## config.mk

```make
export PLATFORM = sky130hd
export DESIGN_NAME = lsu_responder
export DESIGN_NICKNAME = d
export VERILOG_FILES = /design/src/rtl/lsu_responder_pkg.sv /design/src/rtl/lsu_lane_align.sv /design/src/rtl/lsu_responder.sv
export SDC_FILE = /design/constraint.sdc
export NUM_CORES = 1
export LEC_CHECK = 0
export BUFFER_PORTS_ARGS = -buffer_cell sky130_fd_sc_hd__buf_2
export CAP_MARGIN = 20
export CORE_MARGIN = 8
export CORE_UTILIZATION = 40
export CTS_BUF_LIST = sky130_fd_sc_hd__clkbuf_8
export CTS_CLUSTER_DIAMETER = 100
export DETAILED_ROUTE_END_ITERATION = 10
export PLACE_DENSITY = 0.65
export SLEW_MARGIN = 20
export SYNTH_ARGS = -nofsm -noshare
export SYNTH_HDL_FRONTEND = slang
export SYNTH_HIERARCHICAL = 1
export SYNTH_SLANG_ARGS = --single-unit
```

## constraint.sdc

```tcl
create_clock -name clk -period 3 [get_ports clk]
set_input_delay 0.45 -clock clk [delete_from_list [all_inputs] [get_ports clk]]
set_output_delay 0.45 -clock clk [all_outputs]
set_load 0.05 [all_outputs]
```

## src/rtl/lsu_responder_pkg.sv

```systemverilog
// Shared encodings, FSM states and bus payload type for the LSU memory-side responder.
package lsu_responder_pkg;

   localparam int unsigned XLEN = 32;
   localparam int unsigned BE_W = XLEN / 8;

   localparam logic [1:0] DATA_BYTE = 2'd0;
   localparam logic [1:0] DATA_HALF = 2'd1;
   localparam logic [1:0] DATA_WORD = 2'd2;

   typedef enum logic [1:0] {
      ST_IDLE = 2'd0,
      ST_REQ  = 2'd1,
      ST_RESP = 2'd2,
      ST_DONE = 2'd3
   } lsu_state_e;

   typedef struct packed {
      logic [XLEN-1:0] addr;
      logic            we;
      logic [BE_W-1:0] be;
      logic [XLEN-1:0] wdata;
   } bus_req_t;

   // Type 3 is reserved; halves need even and words need 4-byte alignment.
   function automatic logic access_illegal(input logic [1:0] size, input logic [1:0] ea_lo);
      logic bad;
      case (size)
         DATA_BYTE: bad = 1'b0;
         DATA_HALF: bad = ea_lo[0];
         DATA_WORD: bad = (ea_lo != 2'b00);
         default:   bad = 1'b1;
      endcase
      return bad;
   endfunction

endpackage

```

## src/rtl/lsu_lane_align.sv

```systemverilog
// Byte-lane logic: byte enables, write-data steering and read extract/extend.
module lsu_lane_align
   import lsu_responder_pkg::*;
(
   input  logic [1:0]      size,
   input  logic [1:0]      ea_lo,
   input  logic            sext,
   input  logic [XLEN-1:0] wdata,
   input  logic [XLEN-1:0] rdata,
   output logic [BE_W-1:0] be_c,
   output logic [XLEN-1:0] wdata_c,
   output logic [XLEN-1:0] rdata_c
);

   logic [4:0]      shamt;
   logic [XLEN-1:0] rshift;

   assign shamt   = {ea_lo, 3'b000};
   assign wdata_c = wdata << shamt;
   assign rshift  = rdata >> shamt;

   always_comb begin
      be_c    = '0;
      rdata_c = rshift;
      case (size)
         DATA_BYTE: begin
            be_c    = BE_W'(1) << ea_lo;
            rdata_c = {{(XLEN-8){sext & rshift[7]}}, rshift[7:0]};
         end
         DATA_HALF: begin
            be_c    = BE_W'(3) << ea_lo;
            rdata_c = {{(XLEN-16){sext & rshift[15]}}, rshift[15:0]};
         end
         DATA_WORD: begin
            be_c    = '1;
            rdata_c = rshift;
         end
         default: begin
            be_c    = '0;
            rdata_c = rshift;
         end
      endcase
   end

endmodule

```

## src/rtl/lsu_responder.sv

```systemverilog
// Memory-side LSU responder: one req/gnt/rvalid bus transaction per request,
// registered single-cycle completion with read data and error flag.
module lsu_responder
   import lsu_responder_pkg::*;
#(
   parameter int unsigned TIMEOUT_CYCLES = 64
) (
   input  logic            clk,
   input  logic            rst_n,
   input  logic            lsu_ren,
   input  logic            lsu_wen,
   input  logic [1:0]      lsu_type,
   input  logic            lsu_sext,
   input  logic [XLEN-1:0] lsu_addr_base,
   input  logic [XLEN-1:0] lsu_addr_offset,
   input  logic [XLEN-1:0] lsu_wdata,
   output logic            lsu_done,
   output logic [XLEN-1:0] lsu_rdata,
   output logic            lsu_err,
   output logic            data_req,
   input  logic            data_gnt,
   output logic [XLEN-1:0] data_addr,
   output logic            data_we,
   output logic [BE_W-1:0] data_be,
   output logic [XLEN-1:0] data_wdata,
   input  logic            data_rvalid,
   input  logic [XLEN-1:0] data_rdata
);

   localparam int unsigned CNT_BITS = (TIMEOUT_CYCLES > 0) ? $clog2(TIMEOUT_CYCLES + 1) : 1;
   localparam bit          TO_EN    = (TIMEOUT_CYCLES != 0);
   localparam logic [CNT_BITS-1:0] TO_LAST = CNT_BITS'(TIMEOUT_CYCLES - 1);

   lsu_state_e          state_q, state_d;
   bus_req_t            bus_q, bus_d;
   logic                req_q, req_d;
   logic [1:0]          size_q, size_d;
   logic                sext_q, sext_d;
   logic [1:0]          ea_lo_q, ea_lo_d;
   logic [CNT_BITS-1:0] cnt_q, cnt_d;
   logic                done_q, done_d;
   logic                err_q, err_d;
   logic [XLEN-1:0]     rdata_q, rdata_d;

   logic [XLEN-1:0] ea_c;
   logic [1:0]      al_size_c, al_ea_lo_c;
   logic            al_sext_c;
   logic [BE_W-1:0] be_c;
   logic [XLEN-1:0] wdata_c, rdata_c;

   assign ea_c = lsu_addr_base + lsu_addr_offset;

   // Live request fields feed the aligner while idle; latched ones afterwards.
   assign al_size_c  = (state_q == ST_IDLE) ? lsu_type  : size_q;
   assign al_ea_lo_c = (state_q == ST_IDLE) ? ea_c[1:0] : ea_lo_q;
   assign al_sext_c  = (state_q == ST_IDLE) ? lsu_sext  : sext_q;

   lsu_lane_align u_align (
      .size    (al_size_c),
      .ea_lo   (al_ea_lo_c),
      .sext    (al_sext_c),
      .wdata   (lsu_wdata),
      .rdata   (data_rdata),
      .be_c    (be_c),
      .wdata_c (wdata_c),
      .rdata_c (rdata_c)
   );

   always_ff @(posedge clk or negedge rst_n) begin
      if (!rst_n) begin
         state_q <= ST_IDLE;
         bus_q   <= '0;
         req_q   <= 1'b0;
         size_q  <= DATA_BYTE;
         sext_q  <= 1'b0;
         ea_lo_q <= 2'b00;
         cnt_q   <= '0;
         done_q  <= 1'b0;
         err_q   <= 1'b0;
         rdata_q <= '0;
      end else begin
         state_q <= state_d;
         bus_q   <= bus_d;
         req_q   <= req_d;
         size_q  <= size_d;
         sext_q  <= sext_d;
         ea_lo_q <= ea_lo_d;
         cnt_q   <= cnt_d;
         done_q  <= done_d;
         err_q   <= err_d;
         rdata_q <= rdata_d;
      end
   end

   // Next state plus next values of every registered output.
   always_comb begin
      state_d = state_q;
      bus_d   = bus_q;
      req_d   = req_q;
      size_d  = size_q;
      sext_d  = sext_q;
      ea_lo_d = ea_lo_q;
      cnt_d   = cnt_q;
      done_d  = 1'b0;
      err_d   = 1'b0;
      rdata_d = '0;

      case (state_q)
         ST_IDLE: begin
            if (lsu_ren || lsu_wen) begin
               if ((lsu_ren && lsu_wen) || access_illegal(lsu_type, ea_c[1:0])) begin
                  state_d = ST_DONE;
                  done_d  = 1'b1;
                  err_d   = 1'b1;
               end else begin
                  state_d     = ST_REQ;
                  req_d       = 1'b1;
                  bus_d.addr  = {ea_c[XLEN-1:2], 2'b00};
                  bus_d.we    = lsu_wen;
                  bus_d.be    = be_c;
                  bus_d.wdata = wdata_c;
                  size_d      = lsu_type;
                  sext_d      = lsu_sext;
                  ea_lo_d     = ea_c[1:0];
               end
            end
         end
         ST_REQ: begin
            if (data_gnt) begin
               state_d = ST_RESP;
               req_d   = 1'b0;
               cnt_d   = '0;
            end
         end
         ST_RESP: begin
            if (data_rvalid) begin
               state_d = ST_DONE;
               done_d  = 1'b1;
               rdata_d = bus_q.we ? '0 : rdata_c;
            end else begin
               cnt_d = cnt_q + CNT_BITS'(1);
               if (TO_EN && (cnt_q == TO_LAST)) begin
                  state_d = ST_DONE;
                  done_d  = 1'b1;
                  err_d   = 1'b1;
               end
            end
         end
         ST_DONE: begin
            state_d = ST_IDLE;
         end
         default: begin
            state_d = ST_IDLE;
         end
      endcase
   end

   assign lsu_done   = done_q;
   assign lsu_rdata  = rdata_q;
   assign lsu_err    = err_q;
   assign data_req   = req_q;
   assign data_addr  = bus_q.addr;
   assign data_we    = bus_q.we;
   assign data_be    = bus_q.be;
   assign data_wdata = bus_q.wdata;

endmodule
```

==> flow_summary.yaml <==
outcome:
  outcome: "complete, no violations"
worst_setup_path:
  setup.worst_path.end: "lsu_rdata[19]$_DFF_PN0_"
  worst_r2r_endpoint: "lsu_rdata[19]$_DFF_PN0_"
  r2r_setup_slack_ns: 0.41
  required_ns: 3.37
  ff_to_ff_start: "state_q[1]$_DFFE_PN0P_"
  worst_setup_path_start_kind: "flop"
  worst_path_class_setup: "flop to flop"
  crit_arrival_ns: 2.96
  critical_path.max_fanout: 16
  worst_setup_path_end_kind: "flop"
  worst_r2r_path_depth: 8
  worst_setup_path_startpoint: "state_q[1]$_DFFE_PN0P_"
cts:
  ctsHtreeMaxLevel: 4
  cts_tree: "built"
  cts-root-to-sink-buffers: 2
  clock_pin_slew_reported_for_the_worst_setup_and_hold_paths_after_clock_tree_synthesis_ns: 0.07
  cts_resized: 0
  clock_tree.root_cell: "sky130_fd_sc_hd__clkbuf_8"
  clock_latency_late_sink_ns: 0.44
  cts.sink_count: 116
  cts-buffers-inserted: 17
placed_design:
  portBuffers: 238
  dp_worst_setup_slack_ns: -0.0245
  place_hpwl_um: 16600
  global_placer_s_final_weighted_congestion: 0.871
pwr:
  sequentialPowerShare: 0.248
  pwr-share-clk: 0.148
  switching_share: 0.513
  total_switching_power_uw: 4940
  p_leak_uw: 0.00489
  power.density_nw_per_um2: 1030
  power_report.internal_total_uw: 4700
  power_frac_comb: 0.603
  vdd.ir_drop.worst_mv: 0.562
logic_synthesis:
  netlist_area_um2: 7410
  number_of_different_library_cells_in_the_post_synthesis_netlist: 66
  synth.avg_cell_area_um2: 8.88
  synth.area.top_cells: "sky130_fd_sc_hd__dfrtp_1 (39%), sky130_fd_sc_hd__nand2_1 (10%), sky130_fd_sc_hd__ha_1 (5.9%), sky130_fd_sc_hd__mux2i_1 (4.7%), sky130_fd_sc_hd__o21ai_0 (3.9%)"
  synth_enable_flop_cells: 0
  most_instantiated_library_cell_after_synthesis: "sky130_fd_sc_hd__nand2_1"
  leading_post_synthesis_cells_by_instance_count: "sky130_fd_sc_hd__nand2_1 (197), sky130_fd_sc_hd__dfrtp_1 (116), sky130_fd_sc_hd__o21ai_0 (58)"
  ys_ff_latch: 116
  post_synth_inst_count: 835
  asyncSetResetFlopFracSynth: 1.00
  synthDominantAreaCellType: "sky130_fd_sc_hd__dfrtp_1"
  yosysTopAreaCellShare: 0.392
  synthFlopType: "sky130_fd_sc_hd__dfrtp_1"
  synth.yosys.warnings: 6
  ys_seq_area_frac: 0.392
floorplan:
  start_util: 0.410
  std_cell_rows: 49
  die_h_um: 152
  io_pins: 241
  core_area_um2: 18100
  horizontal_die_dimension_um: 152
  die-area_um2: 23100
grt:
  antenna_found_initial: 0
  wire_length_of_the_first_global_routing_pass_um: 35900
  grt_util_met3: 0.0530
  grt.met2_usage: 0.302
  grt_pass1_vias: 6899
  gr-max-usage-layer: "met2"
  globalRouteOverflowTotal: 0
  grtUsageMet1: 0.237
  grtUsageTotal: 0.188
  maximum_number_of_pins_on_one_net_before_global_route_repair: 61
timing:
  final-max-slew-violation-count: 0
  fin_tns_setup_ns: 0
  relative_slew_slack: 0.569
  timing.hold.ws_ns: 0.229
  final_hold_viol_count: 0
  finClkSkew_ns: 0.00963
  fmax_mhz: 386
  setup-violations-final: 0
  worst_slew_pin_slew_ns: 0.639
  final.min_clock_period_ns: 2.59
  post-route-period-util: 0.863
  fin_ws_ns: 0.411
  grt_setup_unrepaired: "no"
run:
  max_cap_violations: 0
drt:
  drc_marker_count_from_the_first_detailed_route_iteration: 320
  vias_per_cell: 5.13
  first_pass_iters: 5
  residual_antenna_violating_net_count_after_detailed_routing: 0
  via_count: 6765
  drt_wl_cell_um: 16.4
  drt-total-wl_um: 21600
  drc_errors: 0
min_path:
  min_delay_path_depth: 3
  worst_hold_path_type: "primary input to flop"
final_layout:
  final_net_count: 1249
  antenna_cells: 0
  signed_area_change_from_the_synthesized_netlist_to_the_final_layout_pct: 26.1
  fill_cells: 1700
  drive_above_1_share: 0.328
metrics by stage:
stage	instance area [um2]	util	power [uW]	instances
final	9350	0.517	9630	1318
after CTS	9350	0.517	9730	1318
after global routing	9350	0.517	10300	1318
after floorplan	7410	-	6830	836
after detailed placement	8950	0.495	8250	1285
after global placement	8950	0.495	8180	1285
worst min path at each step:
stage / to / start / slack, ns
2_1_floorplan: cnt_q[0]$_DFFE_PN0P_ / rst_n / 0.15
3_3_place_gp: cnt_q[3]$_DFFE_PN0P_ / rst_n / 0.40
3_5_place_dp: cnt_q[3]$_DFFE_PN0P_ / rst_n / 0.39
4_1_cts: sext_q$_DFFE_PN0P_ / lsu_sext / 0.19
5_1_grt: sext_q$_DFFE_PN0P_ / lsu_sext / 0.21
6_report: sext_q$_DFFE_PN0P_ / lsu_sext / 0.23
registers in the layout, summed over array words and instances, names as in the netlist, 2 cells and up:
name,flops
data_wdata,32
lsu_rdata,32
size_q,2
state_q,2
data_addr,30
data_be,4
cnt_q,7
ea_lo_q,2
placed cells by master (no fill, tap or decap), types with 25 or more instances in the layout:
cell type                 count
sky130_fd_sc_hd__a21oi_1     51
sky130_fd_sc_hd__and2_1      43
sky130_fd_sc_hd__buf_2      237
sky130_fd_sc_hd__buf_4       26
sky130_fd_sc_hd__dfrtp_1    116
sky130_fd_sc_hd__ha_1        35
sky130_fd_sc_hd__mux2i_1     34
sky130_fd_sc_hd__nand2_1    197
sky130_fd_sc_hd__nor2_1      25
sky130_fd_sc_hd__o21ai_0     58
final cells by class:
cell class	instances	area (um2)	area share
Tap cell	229	287	0.0307
Inverter	10	37.5	0.00402
Multi-Input combinational cell	663	4260	0.456
Sequential cell	116	2900	0.311
Timing Repair Buffer	268	1470	0.157
Clock buffer	18	248	0.0265
Clock inverter	14	136	0.0146
power by group through the flow:
| stage | Sequential [uW] | Combinational, uW | Clock, uW |
|---|---|---|---|
| 3_5_place_dp | 2410 | 5830 | 0 |
| 5_1_grt | 2460 | 6270 | 1550 |
| 6_report | 2390 | 5810 | 1430 |
| 2_1_floorplan | 4050 | 2790 | 0 |
| 3_3_place_gp | 2410 | 5770 | 0 |
| 4_1_cts | 2400 | 5850 | 1480 |
cells by family (layout without fill, tap and decap cells):
family	count (synthesis)	in the layout	share of synthesized area
buffers and inverters	57	310	0.0370
AND/OR/NAND/NOR	338	338	0.210
XOR/XNOR	28	28	0.0331
adder cells (fa/ha/maj)	36	36	0.0618
AO/OA/AOI/OAI	205	205	0.187
flip-flops	116	116	0.392
multiplexers	54	54	0.0792
other	1	2	0.000506
per-layer routing:
layer,part of all wire,vias up,wire (um)
li1,-,3367,-
met1,0.45,3148,9820
met2,0.47,217,10100
met3,0.055,33,1180
met4,0.022,0,473
met5,0,-,0
timing repair:
| item | CTS | global route |
|---|---|---|
| buffers inserted | 0 | 0 |
| hold endpoints to repair | 24 | 0 |
| hold buffers | 1 | 0 |
critical path: stages, from the launching register on:
cell	delay (ns)
sky130_fd_sc_hd__dfrtp_1	0.38
sky130_fd_sc_hd__inv_1	0.10
sky130_fd_sc_hd__ha_1	0.50
sky130_fd_sc_hd__mux2_2	0.49
sky130_fd_sc_hd__nor2_2	0.39
sky130_fd_sc_hd__a32oi_4	0.16
sky130_fd_sc_hd__buf_4	0.23
sky130_fd_sc_hd__o211ai_1	0.11
sky130_fd_sc_hd__and2_1	0.14
Note: power is estimated with default switching activity, not from simulation.
